==> config.mk <==
export PLATFORM = sky130hd
export DESIGN_NAME = alu_req_sequencer_flat
export DESIGN_NICKNAME = d
export VERILOG_FILES = /design/src/rtl/alu_req_sequencer_if.sv /design/src/rtl/alu_req_sequencer.sv /design/src/flat_wrapper.sv
export SDC_FILE = /design/constraint.sdc
export NUM_CORES = 1
export LEC_CHECK = 0
export ABC_AREA = 1
export BUFFER_PORTS_ARGS = -buffer_cell sky130_fd_sc_hd__buf_2
export CORE_ASPECT_RATIO = 0.5
export CORE_UTILIZATION = 40
export DETAILED_ROUTE_END_ITERATION = 10
export PLACE_DENSITY = 0.74
export SYNTH_ARGS = -nofsm -noshare
export SYNTH_HDL_FRONTEND = slang
export SYNTH_SLANG_ARGS = --single-unit
==> constraint.sdc <==
create_clock -name clk -period 2.06 [get_ports clk]
set_clock_uncertainty 0.1 [all_clocks]
set_input_delay 0.412 -clock clk [delete_from_list [all_inputs] [get_ports clk]]
set_output_delay 0.412 -clock clk [all_outputs]
set_load 0.01 [all_outputs]
==> src/rtl/alu_req_sequencer_if.sv <==
// Requester, response and ALU-side signal bundle for alu_req_sequencer.
// slave is the sequencer's view; master is the view of the requesters, response consumer and ALU.
interface alu_req_sequencer_if #(
  parameter int DATA_WIDTH = 8,
  parameter int CMD_WIDTH  = 4,
  parameter int N_REQ      = 4
);
  localparam int ID_W = $clog2(N_REQ);

  logic [N_REQ-1:0]            req_valid;
  logic [N_REQ-1:0]            req_ready;
  logic [N_REQ*DATA_WIDTH-1:0] req_opa;
  logic [N_REQ*DATA_WIDTH-1:0] req_opb;
  logic [N_REQ*CMD_WIDTH-1:0]  req_cmd;
  logic [N_REQ-1:0]            req_mode;
  logic [N_REQ-1:0]            req_cin;

  logic                        rsp_valid;
  logic                        rsp_ready;
  logic [ID_W-1:0]             rsp_id;
  logic [DATA_WIDTH:0]         rsp_res;
  logic [5:0]                  rsp_flags;
  logic                        busy;

  logic [DATA_WIDTH-1:0]       alu_opa;
  logic [DATA_WIDTH-1:0]       alu_opb;
  logic [CMD_WIDTH-1:0]        alu_cmd;
  logic                        alu_mode;
  logic                        alu_cin;
  logic [1:0]                  alu_inp_valid;
  logic                        alu_ce;
  logic [DATA_WIDTH:0]         alu_res;
  logic                        alu_oflow;
  logic                        alu_cout;
  logic                        alu_g;
  logic                        alu_l;
  logic                        alu_e;
  logic                        alu_err;

  modport slave (
    input  req_valid, req_opa, req_opb, req_cmd, req_mode, req_cin,
    output req_ready,
    output rsp_valid, rsp_id, rsp_res, rsp_flags, busy,
    input  rsp_ready,
    output alu_opa, alu_opb, alu_cmd, alu_mode, alu_cin, alu_inp_valid, alu_ce,
    input  alu_res, alu_oflow, alu_cout, alu_g, alu_l, alu_e, alu_err
  );

  modport master (
    output req_valid, req_opa, req_opb, req_cmd, req_mode, req_cin,
    input  req_ready,
    input  rsp_valid, rsp_id, rsp_res, rsp_flags, busy,
    output rsp_ready,
    input  alu_opa, alu_opb, alu_cmd, alu_mode, alu_cin, alu_inp_valid, alu_ce,
    output alu_res, alu_oflow, alu_cout, alu_g, alu_l, alu_e, alu_err
  );
endinterface

==> src/rtl/alu_req_sequencer.sv <==
// Shares one ALU between N_REQ requesters: arbitrate, issue, wait latency, return result with ID.
// Define ALU_SEQ_FIXED_PRIO_EN for fixed lowest-index priority instead of round-robin.
module alu_req_sequencer #(
  parameter int DATA_WIDTH = 8,
  parameter int CMD_WIDTH  = 4,
  parameter int N_REQ      = 4,
  parameter int ALU_LAT    = 1,
  parameter int MUL_LAT    = 2
) (
  input  logic               clk,
  input  logic               RST_N,
  alu_req_sequencer_if.slave bus
);
  localparam int ID_W    = $clog2(N_REQ);
  localparam int MAX_LAT = (MUL_LAT > ALU_LAT) ? MUL_LAT : ALU_LAT;
  localparam int CNT_W   = $clog2(MAX_LAT + 1);

  typedef enum logic [1:0] {S_IDLE, S_ISSUE, S_WAIT, S_RESP} state_t;

  state_t state_q, state_nxt;

  logic [ID_W-1:0]       grant_id;
  logic [N_REQ-1:0]      grant;
  logic                  any_req;
  logic                  accept;

  logic [DATA_WIDTH-1:0] opa_p0, opa_nxt;
  logic [DATA_WIDTH-1:0] opb_p0, opb_nxt;
  logic [CMD_WIDTH-1:0]  cmd_p0, cmd_nxt;
  logic                  mode_p0, mode_nxt;
  logic                  cin_p0, cin_nxt;
  logic [1:0]            vld_p0, vld_p0_nxt;
  logic                  ce_p0, ce_nxt;
  logic [ID_W-1:0]       id_p0, id_p0_nxt;
  logic [CNT_W-1:0]      cnt_p0, cnt_nxt;

  logic                  vld_p1, vld_p1_nxt;
  logic [ID_W-1:0]       id_p1, id_p1_nxt;
  logic [DATA_WIDTH:0]   res_p1, res_nxt;
  logic [5:0]            flags_p1, flags_nxt;
  logic                  busy_q, busy_nxt;

  // Multiply commands take the longer ALU path.
  function automatic logic [CNT_W-1:0] op_latency(input logic mode,
                                                  input logic [CMD_WIDTH-1:0] cmd);
    if (mode && (cmd == CMD_WIDTH'(9) || cmd == CMD_WIDTH'(10)))
      return CNT_W'(MUL_LAT);
    return CNT_W'(ALU_LAT);
  endfunction

  assign any_req = |bus.req_valid;

`ifdef ALU_SEQ_FIXED_PRIO_EN
  always_comb begin
    grant_id = '0;
    for (int i = N_REQ - 1; i >= 0; i--)
      if (bus.req_valid[i]) grant_id = ID_W'(i);
  end
`else
  logic [ID_W-1:0] ptr_q;
  logic [ID_W-1:0] cand;

  // Walk the search order backwards so the earliest candidate after ptr_q wins.
  always_comb begin
    grant_id = '0;
    cand     = '0;
    for (int i = N_REQ - 1; i >= 0; i--) begin
      cand = ID_W'((int'(ptr_q) + 1 + i) % N_REQ);
      if (bus.req_valid[cand]) grant_id = cand;
    end
  end

  always_ff @(posedge clk or negedge RST_N) begin
    if (!RST_N)      ptr_q <= ID_W'(N_REQ - 1);
    else if (accept) ptr_q <= grant_id;
  end
`endif

  assign grant         = any_req ? (N_REQ'(1) << grant_id) : '0;
  assign bus.req_ready = (state_q == S_IDLE) ? grant : '0;
  assign accept        = (state_q == S_IDLE) && any_req;

  always_ff @(posedge clk or negedge RST_N) begin
    if (!RST_N) state_q <= S_IDLE;
    else        state_q <= state_nxt;
  end

  always_comb begin
    state_nxt = state_q;
    unique case (state_q)
      S_IDLE:  if (accept) state_nxt = S_ISSUE;
      S_ISSUE: state_nxt = S_WAIT;
      S_WAIT:  if (cnt_p0 == CNT_W'(1)) state_nxt = S_RESP;
      S_RESP:  if (bus.rsp_ready) state_nxt = S_IDLE;
      default: state_nxt = S_IDLE;
    endcase
  end

  always_comb begin
    opa_nxt    = opa_p0;
    opb_nxt    = opb_p0;
    cmd_nxt    = cmd_p0;
    mode_nxt   = mode_p0;
    cin_nxt    = cin_p0;
    vld_p0_nxt = vld_p0;
    ce_nxt     = ce_p0;
    id_p0_nxt  = id_p0;
    cnt_nxt    = cnt_p0;
    vld_p1_nxt = vld_p1;
    id_p1_nxt  = id_p1;
    res_nxt    = res_p1;
    flags_nxt  = flags_p1;
    unique case (state_q)
      S_IDLE: begin
        if (accept) begin
          opa_nxt    = bus.req_opa[int'(grant_id)*DATA_WIDTH +: DATA_WIDTH];
          opb_nxt    = bus.req_opb[int'(grant_id)*DATA_WIDTH +: DATA_WIDTH];
          cmd_nxt    = bus.req_cmd[int'(grant_id)*CMD_WIDTH +: CMD_WIDTH];
          mode_nxt   = bus.req_mode[grant_id];
          cin_nxt    = bus.req_cin[grant_id];
          id_p0_nxt  = grant_id;
          vld_p0_nxt = 2'b11;
          ce_nxt     = 1'b1;
        end
      end
      S_ISSUE: begin
        vld_p0_nxt = 2'b00;
        cnt_nxt    = op_latency(mode_p0, cmd_p0);
      end
      S_WAIT: begin
        cnt_nxt = cnt_p0 - CNT_W'(1);
        if (cnt_p0 == CNT_W'(1)) begin
          ce_nxt     = 1'b0;
          vld_p1_nxt = 1'b1;
          id_p1_nxt  = id_p0;
          res_nxt    = bus.alu_res;
          flags_nxt  = {bus.alu_err, bus.alu_oflow, bus.alu_cout,
                        bus.alu_g, bus.alu_l, bus.alu_e};
        end
      end
      S_RESP: begin
        if (bus.rsp_ready) vld_p1_nxt = 1'b0;
      end
      default: ;
    endcase
    busy_nxt = (state_nxt != S_IDLE);
  end

  // issue stage: ALU input bus, latched requester ID and latency counter
  always_ff @(posedge clk or negedge RST_N) begin
    if (!RST_N) begin
      opa_p0  <= '0;
      opb_p0  <= '0;
      cmd_p0  <= '0;
      mode_p0 <= 1'b0;
      cin_p0  <= 1'b0;
      vld_p0  <= 2'b00;
      ce_p0   <= 1'b0;
      id_p0   <= '0;
      cnt_p0  <= '0;
    end else begin
      opa_p0  <= opa_nxt;
      opb_p0  <= opb_nxt;
      cmd_p0  <= cmd_nxt;
      mode_p0 <= mode_nxt;
      cin_p0  <= cin_nxt;
      vld_p0  <= vld_p0_nxt;
      ce_p0   <= ce_nxt;
      id_p0   <= id_p0_nxt;
      cnt_p0  <= cnt_nxt;
    end
  end

  // response stage: captured ALU result held until the consumer takes it
  always_ff @(posedge clk or negedge RST_N) begin
    if (!RST_N) begin
      vld_p1   <= 1'b0;
      id_p1    <= '0;
      res_p1   <= '0;
      flags_p1 <= '0;
      busy_q   <= 1'b0;
    end else begin
      vld_p1   <= vld_p1_nxt;
      id_p1    <= id_p1_nxt;
      res_p1   <= res_nxt;
      flags_p1 <= flags_nxt;
      busy_q   <= busy_nxt;
    end
  end

  assign bus.alu_opa       = opa_p0;
  assign bus.alu_opb       = opb_p0;
  assign bus.alu_cmd       = cmd_p0;
  assign bus.alu_mode      = mode_p0;
  assign bus.alu_cin       = cin_p0;
  assign bus.alu_inp_valid = vld_p0;
  assign bus.alu_ce        = ce_p0;
  assign bus.rsp_valid     = vld_p1;
  assign bus.rsp_id        = id_p1;
  assign bus.rsp_res       = res_p1;
  assign bus.rsp_flags     = flags_p1;
  assign bus.busy          = busy_q;
endmodule

==> src/flat_wrapper.sv <==
// flat-port wrapper written by rule: the top's interface ports become plain ports
module alu_req_sequencer_flat 
#(
  parameter int DATA_WIDTH = 8,
  parameter int CMD_WIDTH  = 4,
  parameter int N_REQ      = 4,
  parameter int ALU_LAT    = 1,
  parameter int MUL_LAT    = 2
)
  (clk, RST_N, bus_req_valid, bus_req_opa, bus_req_opb, bus_req_cmd, bus_req_mode, bus_req_cin, bus_req_ready, bus_rsp_valid, bus_rsp_id, bus_rsp_res, bus_rsp_flags, bus_busy, bus_rsp_ready, bus_alu_opa, bus_alu_opb, bus_alu_cmd, bus_alu_mode, bus_alu_cin, bus_alu_inp_valid, bus_alu_ce, bus_alu_res, bus_alu_oflow, bus_alu_cout, bus_alu_g, bus_alu_l, bus_alu_e, bus_alu_err);
  alu_req_sequencer_if #(.DATA_WIDTH(DATA_WIDTH), .CMD_WIDTH(CMD_WIDTH), .N_REQ(N_REQ)) bus_i ();
  input  logic clk;
  input  logic RST_N;
  input wire logic [$bits(bus_i.req_valid)-1:0] bus_req_valid;
  input wire logic [$bits(bus_i.req_opa)-1:0] bus_req_opa;
  input wire logic [$bits(bus_i.req_opb)-1:0] bus_req_opb;
  input wire logic [$bits(bus_i.req_cmd)-1:0] bus_req_cmd;
  input wire logic [$bits(bus_i.req_mode)-1:0] bus_req_mode;
  input wire logic [$bits(bus_i.req_cin)-1:0] bus_req_cin;
  output wire logic [$bits(bus_i.req_ready)-1:0] bus_req_ready;
  output wire logic [$bits(bus_i.rsp_valid)-1:0] bus_rsp_valid;
  output wire logic [$bits(bus_i.rsp_id)-1:0] bus_rsp_id;
  output wire logic [$bits(bus_i.rsp_res)-1:0] bus_rsp_res;
  output wire logic [$bits(bus_i.rsp_flags)-1:0] bus_rsp_flags;
  output wire logic [$bits(bus_i.busy)-1:0] bus_busy;
  input wire logic [$bits(bus_i.rsp_ready)-1:0] bus_rsp_ready;
  output wire logic [$bits(bus_i.alu_opa)-1:0] bus_alu_opa;
  output wire logic [$bits(bus_i.alu_opb)-1:0] bus_alu_opb;
  output wire logic [$bits(bus_i.alu_cmd)-1:0] bus_alu_cmd;
  output wire logic [$bits(bus_i.alu_mode)-1:0] bus_alu_mode;
  output wire logic [$bits(bus_i.alu_cin)-1:0] bus_alu_cin;
  output wire logic [$bits(bus_i.alu_inp_valid)-1:0] bus_alu_inp_valid;
  output wire logic [$bits(bus_i.alu_ce)-1:0] bus_alu_ce;
  input wire logic [$bits(bus_i.alu_res)-1:0] bus_alu_res;
  input wire logic [$bits(bus_i.alu_oflow)-1:0] bus_alu_oflow;
  input wire logic [$bits(bus_i.alu_cout)-1:0] bus_alu_cout;
  input wire logic [$bits(bus_i.alu_g)-1:0] bus_alu_g;
  input wire logic [$bits(bus_i.alu_l)-1:0] bus_alu_l;
  input wire logic [$bits(bus_i.alu_e)-1:0] bus_alu_e;
  input wire logic [$bits(bus_i.alu_err)-1:0] bus_alu_err;
  assign bus_i.req_valid = bus_req_valid;
  assign bus_i.req_opa = bus_req_opa;
  assign bus_i.req_opb = bus_req_opb;
  assign bus_i.req_cmd = bus_req_cmd;
  assign bus_i.req_mode = bus_req_mode;
  assign bus_i.req_cin = bus_req_cin;
  assign bus_req_ready = bus_i.req_ready;
  assign bus_rsp_valid = bus_i.rsp_valid;
  assign bus_rsp_id = bus_i.rsp_id;
  assign bus_rsp_res = bus_i.rsp_res;
  assign bus_rsp_flags = bus_i.rsp_flags;
  assign bus_busy = bus_i.busy;
  assign bus_i.rsp_ready = bus_rsp_ready;
  assign bus_alu_opa = bus_i.alu_opa;
  assign bus_alu_opb = bus_i.alu_opb;
  assign bus_alu_cmd = bus_i.alu_cmd;
  assign bus_alu_mode = bus_i.alu_mode;
  assign bus_alu_cin = bus_i.alu_cin;
  assign bus_alu_inp_valid = bus_i.alu_inp_valid;
  assign bus_alu_ce = bus_i.alu_ce;
  assign bus_i.alu_res = bus_alu_res;
  assign bus_i.alu_oflow = bus_alu_oflow;
  assign bus_i.alu_cout = bus_alu_cout;
  assign bus_i.alu_g = bus_alu_g;
  assign bus_i.alu_l = bus_alu_l;
  assign bus_i.alu_e = bus_alu_e;
  assign bus_i.alu_err = bus_alu_err;
  alu_req_sequencer #(.DATA_WIDTH(DATA_WIDTH), .CMD_WIDTH(CMD_WIDTH), .N_REQ(N_REQ), .ALU_LAT(ALU_LAT), .MUL_LAT(MUL_LAT)) u_core (.clk(clk), .RST_N(RST_N), .bus(bus_i));
endmodule
==> results of run 1 <==
-- repair_timing --
item,in CTS,in global routing
endpoints found under the hold margin,0,0
setup endpoints to repair,24,28
hold buffers,0,0
cloned,7,0
gates resized for setup,29,22
buffers inserted,10,1
pin swaps,16,14
-- registers in the layout, indices dropped and copies added, names as in the netlist --
| register | flops |
|---|---|
| u_core.bus.rsp_res | 9 |
| u_core.bus.alu_opa | 8 |
| u_core.bus.alu_opb | 8 |
| u_core.bus.rsp_flags | 6 |
| u_core.bus.alu_cmd | 4 |
| u_core.bus.rsp_id | 2 |
| u_core.cnt_p0 | 2 |
| u_core.id_p0 | 2 |
| u_core.ptr_q | 2 |
| u_core.state_q | 2 |
| u_core.bus.alu_ce | 1 |
| u_core.bus.alu_cin | 1 |
| u_core.bus.alu_inp_valid | 1 |
| u_core.bus.alu_mode | 1 |
| u_core.bus.busy | 1 |
| u_core.bus.rsp_valid | 1 |
-- cell type report --
cell class	instances	area [µm²]
repair buffers	192	1340
fillers	714	3090
clock inverters	3	18.8
multi-input cells	355	1730
inverters	104	393
well taps	112	140
flip-flops and latches	51	1280
clock buffers	5	125
-- Yosys cell counts (all sizes together) --
master / instances / area share
a21oi: 2 / 0.0030
buf: 17 / 0.033
clkbuf: 8 / 0.0089
dfrtp: 49 / 0.36
dfstp: 2 / 0.015
ha: 5 / 0.018
inv: 104 / 0.12
nand2: 220 / 0.25
nand3: 93 / 0.14
nand3b: 1 / 0.0022
nor2: 10 / 0.012
nor3: 1 / 0.0015
nor4: 1 / 0.0018
o211ai: 2 / 0.0044
o21a: 1 / 0.0022
o21ai: 16 / 0.024
o22ai: 1 / 0.0018
or2: 1 / 0.0018
xnor2: 1 / 0.0026
-- power by group --
part | internal [mW] | leakage (nW) | switching, mW
combinational | 3.71 | 2.40 | 4.34
sequential | 1.53 | 0.620 | 0.274
clock | 0.450 | 0.0740 | 0.360
-- worst max-delay path by stage --
stage	from	end	slack, ns	depth (start not counted)
after floorplan	u_core.ptr_q[0]$_DFFE_PN1P_	bus_req_ready[1]	-0.07	11
after global placement	u_core.ptr_q[0]$_DFFE_PN1P_	bus_req_ready[3]	0.01	11
after detailed placement	u_core.ptr_q[0]$_DFFE_PN1P_	bus_req_ready[1]	-0.07	11
after CTS	u_core.ptr_q[0]$_DFFE_PN1P_	bus_req_ready[1]	-0.32	11
after global routing	u_core.ptr_q[0]$_DFFE_PN1P_	bus_req_ready[2]	-0.42	10
final	u_core.ptr_q[0]$_DFFE_PN1P_	bus_req_ready[1]	-0.34	12
-- logic make-up after synthesis --
group | Yosys count
XOR/XNOR | 1
buffers and inverters | 129
flip-flops | 51
AND/OR/NAND/NOR | 327
AO/OA/AOI/OAI | 22
adder cells (fa/ha/maj) | 5
-- worst max-delay path, stage by stage, from the launching register on --
cell and delay [ns]:
dfstp_2 0.60, buf_12 0.13, nand2_2 0.05, nand2_2 0.08, nand2_2 0.06, nand2_2 0.10
inv_1 0.07, nand2_4 0.06, nand2_4 0.06, nand2_4 0.08, nand2_4 0.07, nor2_4 0.13
buf_6 0.11
-- routing by layer --
layer  global-route usage  vias up  part of all wire
met5                    0        -                 0
met4               0.0690        0             0.019
met3               0.0426       19             0.051
met1                0.297     1784              0.44
met2                0.413      125              0.49
li1                     -     1965                 -
==> flow_summary.yaml, run 1 <==
drt:
  drt-total-wl_um: 10200
  via_count: 3893
  via_per_inst: 4.74
  post_drt_wl_per_cell_um: 12.4
  ant_nets: 0
  dr.pass1.iters: 7
  drtIter0Drc: 176
  drc: 0
grt:
  antenna_found_initial: 0
  grtUsageTotal: 0.233
  grt_pass1_vias: 3495
  grt_max_degree: 52
  gr-total-overflow: 0
  grt_pass1_wl_um: 16300
clock_tree:
  cts.clk_slew.worst_paths_ns: 0.07
  cts_tree: "yes"
  clock_latency_ns: 0.29
  cts_max_level: 2
  cts.path.max_buffers: 2
  cts.sinks: 51
  cts_root_buf: "clkbuf_16"
  cts-buffers-inserted: 5
final_layout:
  fin_cells: 822
  syn_to_final_growth_pct: 48.3
  final_core_util: 0.619
  final_common_cell: "nand2_1"
  drive_gt1_frac: 0.351
  antenna_cells: 0
  fin_nets: 824
  mostFrequentLayoutCells: "192 x nand2_1, 154 x buf_2, 101 x inv_1, 85 x nand3_1, 49 x dfrtp_1"
  final_cell_area_um2: 5030
run:
  cap_violations: 0
sta:
  finalHoldViolCount: 1
  rsz0062_at_grt: "true"
  drv_slew: 0
  slew_headroom: 0.810
  setup_slack_ns: -0.336
  clock.fmax_ghz: 0.417
  setup_viol: 26
  tightest_slew_ns: 0.284
  min_period_ns: 2.40
  whs_ns: -0.000262
  min_period_over_period: 1.16
  fin_tns_setup_ns: -5.77
yosys:
  synth_seq_cells: 51
  synth-compound-area-share: 0.0351
  synth_xor_area_frac: 0.00258
  muxShareOfSynthArea: 0
  yosysWarnings: 0
  synth_nets: 650
  synthDistinctLibCells: 26
  synth_top_family_by_area: "simple AND/OR/NAND/NOR gates"
  synth_cells: 535
  synth_seq_area_share: 0.377
  synth_simple_gate_area_frac: 0.410
  syn_area_um2: 3390
  synthAdderAreaFrac: 0.0185
  synth.avg_cell_area_um2: 6.34
power:
  power_mw: 10.7
  powerDensity_nw_per_um2: 2120
  irDropWorstVdd_v: 0.000855
  power.leakage_nw: 3.10
place:
  io_buffers: 157
  dp_hpwl_um: 6740
  pre_cts_ws_ns: -0.0705
  dp.cells: 797
  place_area_um2: 4420
  place_congestion: 0.838
worst_hold_path:
  hold_class: "in -> async"
worst_setup_path:
  r2r-start: "u_core.ptr_q[0]$_DFFE_PN1P_"
  worstSetupPathType: "reg -> out"
  r2r.worst_path.cells: 17
  cp.required_ns: 1.55
  timing.reg2reg.setup_slack_ns: -0.27
  end_kind: "output pin"
  start_kind: "flip-flop"
  reg2reg_to: "u_core.bus.alu_opb[0]$_DFFE_PN0P_"
  cp.arrival_ns: 1.88
  worstPathMaxFanout: 5
floorplanning:
  die_w_um: 132
  ioPinCount: 158
  core-area_um2: 8120
  initial_core_util: 0.418
  die_area_um2: 8870
  die_h_um: 67.1
  std_cell_rows: 23
outcome:
  status: "finished with violations"
  violations: "negative hold slack, negative setup slack"
Note: power is estimated with default switching activity, not from simulation.
==> run 2: changes to the inputs <==
--- a/config.mk
+++ b/config.mk
@@ -6,11 +6,12 @@
 export NUM_CORES = 1
 export LEC_CHECK = 0
 export ABC_AREA = 1
-export BUFFER_PORTS_ARGS = -buffer_cell sky130_fd_sc_hd__buf_2
 export CORE_ASPECT_RATIO = 0.5
 export CORE_UTILIZATION = 40
 export DETAILED_ROUTE_END_ITERATION = 10
-export PLACE_DENSITY = 0.74
+export DONT_BUFFER_PORTS = 1
+export PLACE_DENSITY = 0.57
+export SETUP_SLACK_MARGIN = 0.02
 export SYNTH_ARGS = -nofsm -noshare
 export SYNTH_HDL_FRONTEND = slang
 export SYNTH_SLANG_ARGS = --single-unit
==> run 2 against run 1 <==
  * The flow finishes with violations (negative setup slack)
  * Worst hold slack improved by 0.13 ns
  * Design area decreased by 14%
  * Fmax up 3.5%
  * Register-to-register slack improved by 0.10 ns
  * Largest power group unchanged
  * Die area stayed put
  * Sequential share of layout area increased by 4.0 points
==> flow_summary.yaml, run 2 (synthesized netlist as in run 1, its figures left out) <==
outcome:
  status: "finished with violations"
  violations: "negative setup slack"
clock_tree:
  cts.sinks: 51
  cts.path.max_buffers: 2
  cts-buffers-inserted: 5
  cts_root_buf: "clkbuf_16"
  cts_tree: "yes"
  cts_max_level: 2
  cts.clk_slew.worst_paths_ns: 0.07
  clock_latency_ns: 0.29
final_layout:
  syn_to_final_growth_pct: 28.0
  seq_area_um2: 1280
  mostFrequentLayoutCells: "189 x nand2_1, 100 x inv_1, 88 x nand3_1, 49 x dfrtp_1, 24 x nand2_4"
  multi_input_comb_area_um2: 1830
  final_core_util: 0.535
  largest_register_ff_count: 9
  final_common_cell: "nand2_1"
  fin_cells: 667
  fillers: 820
  final_cell_area_um2: 4340
  antenna_cells: 0
  drive_gt1_frac: 0.169
  fin_nets: 669
sta:
  clock.fmax_ghz: 0.432
  finalHoldViolCount: 0
  min_period_ns: 2.31
  whs_ns: 0.127
  drv_slew: 0
  fin_tns_setup_ns: -3.35
  tightest_slew_ns: 0.345
  slew_headroom: 0.768
  setup_slack_ns: -0.255
  min_period_over_period: 1.12
  setup_viol: 26
  rsz0062_at_grt: "true"
grt:
  grtUsageTotal: 0.231
  gr-total-overflow: 0
  grt_pass1_wl_um: 15600
  grt_pass1_vias: 3002
  grt_max_degree: 52
  antenna_found_initial: 0
power:
  irDropWorstVdd_v: 0.00121
  power.leakage_nw: 2.54
  powerDensity_nw_per_um2: 2250
  power_mw: 9.78
drt:
  drt-total-wl_um: 10000
  drc: 0
  via_count: 3347
  dr.pass1.iters: 4
  drtIter0Drc: 140
  via_per_inst: 5.02
  post_drt_wl_per_cell_um: 15.0
  ant_nets: 0
worst_setup_path:
  worstSetupPathType: "reg -> out"
  cp.required_ns: 1.55
  end_kind: "output pin"
  worstPathMaxFanout: 6
  cp.arrival_ns: 1.80
  start_kind: "flip-flop"
floorplanning:
  std_cell_rows: 23
  initial_core_util: 0.418
  die_h_um: 67.1
  ioPinCount: 158
  die_w_um: 132
  die_area_um2: 8870
  core-area_um2: 8120
place:
  dp.cells: 642
  pre_cts_ws_ns: -0.0282
  place_area_um2: 3620
  io_buffers: 0
  dp_hpwl_um: 6560
  place_congestion: 0.863
worst_hold_path:
  hold_class: "in -> reg"
run:
  cap_violations: 0
run 2: changes by cell type in the layout (fill, tap and decap cells not counted), moves of 3 or more:
cell     previous run  this run
nand3_2             7         3
nand2_4             6        24
buf_4              17        22
buf_2             154         0
buf_12             10         5
nand2_1           192       189
buf_6               4         1
nand2_2            22         7
nand3_1            85        88
run 2: final cells by class:
cell class                 instances  share of cell area
multi-input combinational        355               0.422
sequential                        51               0.295
timing repair buffer              37               0.117
inverter                         104              0.0928
tap                              112              0.0323
clock buffer                       6              0.0320
clock inverter                     2             0.00894
run 2: layer usage:
metal  up-vias  GRT usage  part of all wire
met2       139      0.384              0.46
met1      1544      0.297              0.45
met5         -          0                 0
met4         0     0.0661             0.017
li1       1652          -                 -
met3        12     0.0647             0.070
run 2: path summary, 6_finish.rpt:
kind | cells past startpoint | startpoint | slack (ns) | to
max | 11 | u_core.ptr_q[0]$_DFFE_PN1P_ | -0.25 | bus_req_ready[3]
min | 2 | bus_alu_err | 0.13 | u_core.bus.rsp_flags[5]$_DFFE_PN0P_
max reg2reg | 14 | u_core.ptr_q[0]$_DFFE_PN1P_ | -0.17 | u_core.bus.alu_opa[5]$_DFFE_PN0P_
min reg2reg | 1 | u_core.cnt_p0[0]$_DFFE_PN0P_ | 0.43 | u_core.cnt_p0[0]$_DFFE_PN0P_
max in group asynchronous | 2 | RST_N | 1.05 | u_core.ptr_q[1]$_DFFE_PN1P_
min in group asynchronous | 2 | RST_N | 0.52 | u_core.bus.rsp_res[8]$_DFFE_PN0P_
run 2: report_power, final:
group	internal (mW)	leakage [nW]	total (mW)	switching [mW]
Sequential	1.53	0.620	2.13	0.598
Clock	0.611	0.0875	0.989	0.378
Combinational	2.88	1.84	6.66	3.78
run 2: worst max-delay path, stage by stage, from the launching register on:
cell and delay, ns:
dfstp_2 0.60, buf_12 0.16, nand2_4 0.05, nand2_4 0.09, nand2_4 0.07, nand2_4 0.08
inv_2 0.04, nand2_4 0.06, nand2_4 0.07, nand2_4 0.08, nand2_4 0.07, nor2_4 0.14
run 2: what timing repair did:
action                                  4_1_cts  5_1_grt
gates resized for setup                      50       18
gates cloned                                  6        0
buffers inserted                              9        1
hold buffers                                  2        0
endpoints found under the setup margin       24       27
hold endpoints to repair                     51        0
pin swaps                                    22       17
==> run 3: changes to the inputs <==
--- a/config.mk
+++ b/config.mk
@@ -6,11 +6,13 @@
 export NUM_CORES = 1
 export LEC_CHECK = 0
 export ABC_AREA = 1
+export CELL_PAD_IN_SITES_DETAIL_PLACEMENT = 0
+export CELL_PAD_IN_SITES_GLOBAL_PLACEMENT = 1
 export CORE_ASPECT_RATIO = 0.5
-export CORE_UTILIZATION = 40
+export CORE_UTILIZATION = 38
 export DETAILED_ROUTE_END_ITERATION = 10
 export DONT_BUFFER_PORTS = 1
-export PLACE_DENSITY = 0.57
+export PLACE_DENSITY = 0.77
 export SETUP_SLACK_MARGIN = 0.02
 export SYNTH_ARGS = -nofsm -noshare
 export SYNTH_HDL_FRONTEND = slang
==> run 3 against run 2 <==
  * The flow still finishes with violations (negative setup slack)
  * Wire length rose by 1.2%
  * Critical path depth shrank 1
  * Register-to-register slack better by 0.07 ns
  * Worst hold slack got worse by 0.0074 ns
  * Design area down 3.8%
  * Global-route usage shrank 0.69 points
  * Core utilization is 3.3 points lower
  * Clock-buffer cell count fell by 1
  * Via count fell by 1.3%
  * Die area increased by 5.1%
  * Fmax decreased by 0.78%
  * Critical path type unchanged
==> flow_summary.yaml, run 3 (synthesized netlist as in run 1, its figures left out) <==
outcome:
  status: "finished with violations"
  violations: "negative setup slack"
worst_setup_path:
  cpPeakStageDelay_ns: 0.62
  worstSetupPathType: "reg -> out"
  worstPathMaxFanout: 7
  path_cells: "inv_4 > nand2_1 > nand2_2 > nand2_2 > nand2_4 > nor2_4 > nand3_4 > nand2_4 > nand2_4 > nor2_4"
  cp.arrival_ns: 1.82
  cp-endpoint: "bus_req_ready[1]"
  timing.reg2reg.setup_slack_ns: -0.10
  end_kind: "output pin"
  r2r.worst_path.cells: 15
  cp-startpoint: "u_core.ptr_q[0]$_DFFE_PN1P_"
  r2r-start: "u_core.ptr_q[0]$_DFFE_PN1P_"
  cp.required_ns: 1.55
  slowest_stage: "dfstp_2"
  path_common_cell: "nand2_4"
  start_kind: "flip-flop"
  reg2reg_to: "u_core.bus.alu_opa[7]$_DFFE_PN0P_"
power:
  netSwitchingPower_mw: 4.74
  p_int_mw: 4.94
  irDropWorstVdd_v: 0.000831
  p_sw_frac: 0.490
  p_clk_frac: 0.100
  p_seq_frac: 0.217
  powerDensity_nw_per_um2: 2320
  power.leakage_nw: 2.43
  power_frac_comb: 0.682
drt:
  ant_nets: 0
  drt-total-wl_um: 10100
  via_count: 3304
  drtIter0Drc: 132
  via_per_inst: 4.95
  drc: 0
  dr.pass1.iters: 4
  post_drt_wl_per_cell_um: 15.2
sta:
  finalHoldViolCount: 0
  drv_slew: 0
  tightest_slew_ns: 0.264
  slew_headroom: 0.824
  setup_viol: 26
  rsz0062_at_grt: "true"
  setup_slack_ns: -0.273
  min_period_over_period: 1.13
  clock.fmax_ghz: 0.429
  min_period_ns: 2.33
place:
  io_buffers: 0
  dp_hpwl_um: 6880
  place_congestion: 0.817
  pre_cts_ws_ns: -0.0154
floorplanning:
  die_area_um2: 9330
  die_w_um: 136
  die_h_um: 68.8
  std_cell_rows: 23
  core-area_um2: 8320
  initial_core_util: 0.408
  ioPinCount: 158
clock_tree:
  cts-buffers-inserted: 5
  cts.sinks: 51
  cts.path.max_buffers: 2
  cts_tree: "yes"
  clock_latency_ns: 0.30
  cts_root_buf: "clkbuf_16"
  cts.clk_slew.worst_paths_ns: 0.07
  cts_max_level: 2
final_layout:
  final_core_util: 0.502
  fin_nets: 669
  syn_to_final_growth_pct: 23.1
  antenna_cells: 0
  mostFrequentLayoutCells: "195 x nand2_1, 101 x inv_1, 91 x nand3_1, 49 x dfrtp_1, 19 x buf_4"
  drive_gt1_frac: 0.150
  largest_register_ff_count: 9
  final_common_cell: "nand2_1"
grt:
  grt_pass1_wl_um: 15600
  antenna_found_initial: 0
  gr-total-overflow: 0
  grt_pass1_vias: 3105
  grtUsageTotal: 0.224
  grt_max_degree: 52
worst_hold_path:
  hold_class: "in -> reg"
run:
  cap_violations: 0
## run 3: changes by cell type in the layout (fill, tap and decap cells not counted), sizes merged
cell	previous run	this run
clkinvlp	0	1
buf	33	34
clkbuf	6	7
bufbuf	3	0
## run 3: metal layers
metal	vias to the layer above	track usage	routed length, µm
met3	12	0.0629	703
met1	1519	0.263	4360
met5	-	0	0
met2	115	0.408	4960
li1	1658	-	-
met4	0	0.0604	110
## run 3: area by class of cell
| class | instances | area (µm²) |
|---|---|---|
| fillers | 864 | 4140 |
| clock inverters | 3 | 46.3 |
| flip-flops and latches | 51 | 1280 |
| inverters | 104 | 400 |
| well taps | 112 | 140 |
| multi-input cells | 355 | 1700 |
| clock buffers | 5 | 125 |
| repair buffers | 37 | 484 |
## run 3: power groups by stage
stage | sequential, mW | clock (mW) | combinational (mW)
3_3_place_gp | 2.13 | 0 | 5.29
4_1_cts | 2.12 | 1.00 | 6.31
2_1_floorplan | 2.01 | 0 | 3.93
3_5_place_dp | 2.13 | 0 | 5.33
5_1_grt | 2.19 | 1.04 | 7.37
6_report | 2.10 | 0.973 | 6.61
## run 3: metrics by stage
step                      hold slack (ns)  area, µm²  setup TNS [ns]  power (mW)  std cells
after floorplan                    0.0164       3430          -0.126        5.94        535
after global placement             0.0177       3650         -0.0519        7.42        644
after detailed placement           0.0178       3650         -0.0462        7.46        644
after CTS                           0.115       4090           -2.92        9.43        665
after global routing                0.110       4170           -6.06        10.6        667
final                               0.119       4170           -2.66        9.68        667
## run 3: critical path, delay by kind of cell (launching register included)
family	cells	cell delay, ns
AND/OR/NAND/NOR	9	0.83
flip-flops	1	0.62
buffers and inverters	1	0.08
## run 3: repair_timing
| item | 4_1_cts | 5_1_grt |
|---|---|---|
| pin swaps | 17 | 15 |
| endpoints found under the hold margin | 51 | 0 |
| setup buffers | 8 | 0 |
| hold buffers | 2 | 0 |
| cloned | 3 | 2 |
| gates resized for setup | 28 | 13 |
| endpoints found under the setup margin | 21 | 26 |
## run 3: worst min path at each step
stage               slack, ns  cells past startpoint            from                                   to
finish                   0.12                      2  bus_alu_res[6]    u_core.bus.rsp_res[6]$_DFFE_PN0P_
global route             0.11                      2  bus_alu_res[6]    u_core.bus.rsp_res[6]$_DFFE_PN0P_
CTS                      0.12                      2  bus_alu_res[6]    u_core.bus.rsp_res[6]$_DFFE_PN0P_
detailed placement       0.02                      0           RST_N    u_core.bus.rsp_res[2]$_DFFE_PN0P_
global placement         0.02                      0           RST_N  u_core.bus.rsp_flags[1]$_DFFE_PN0P_
floorplan                0.02                      0           RST_N        u_core.bus.alu_ce$_DFFE_PN0P_
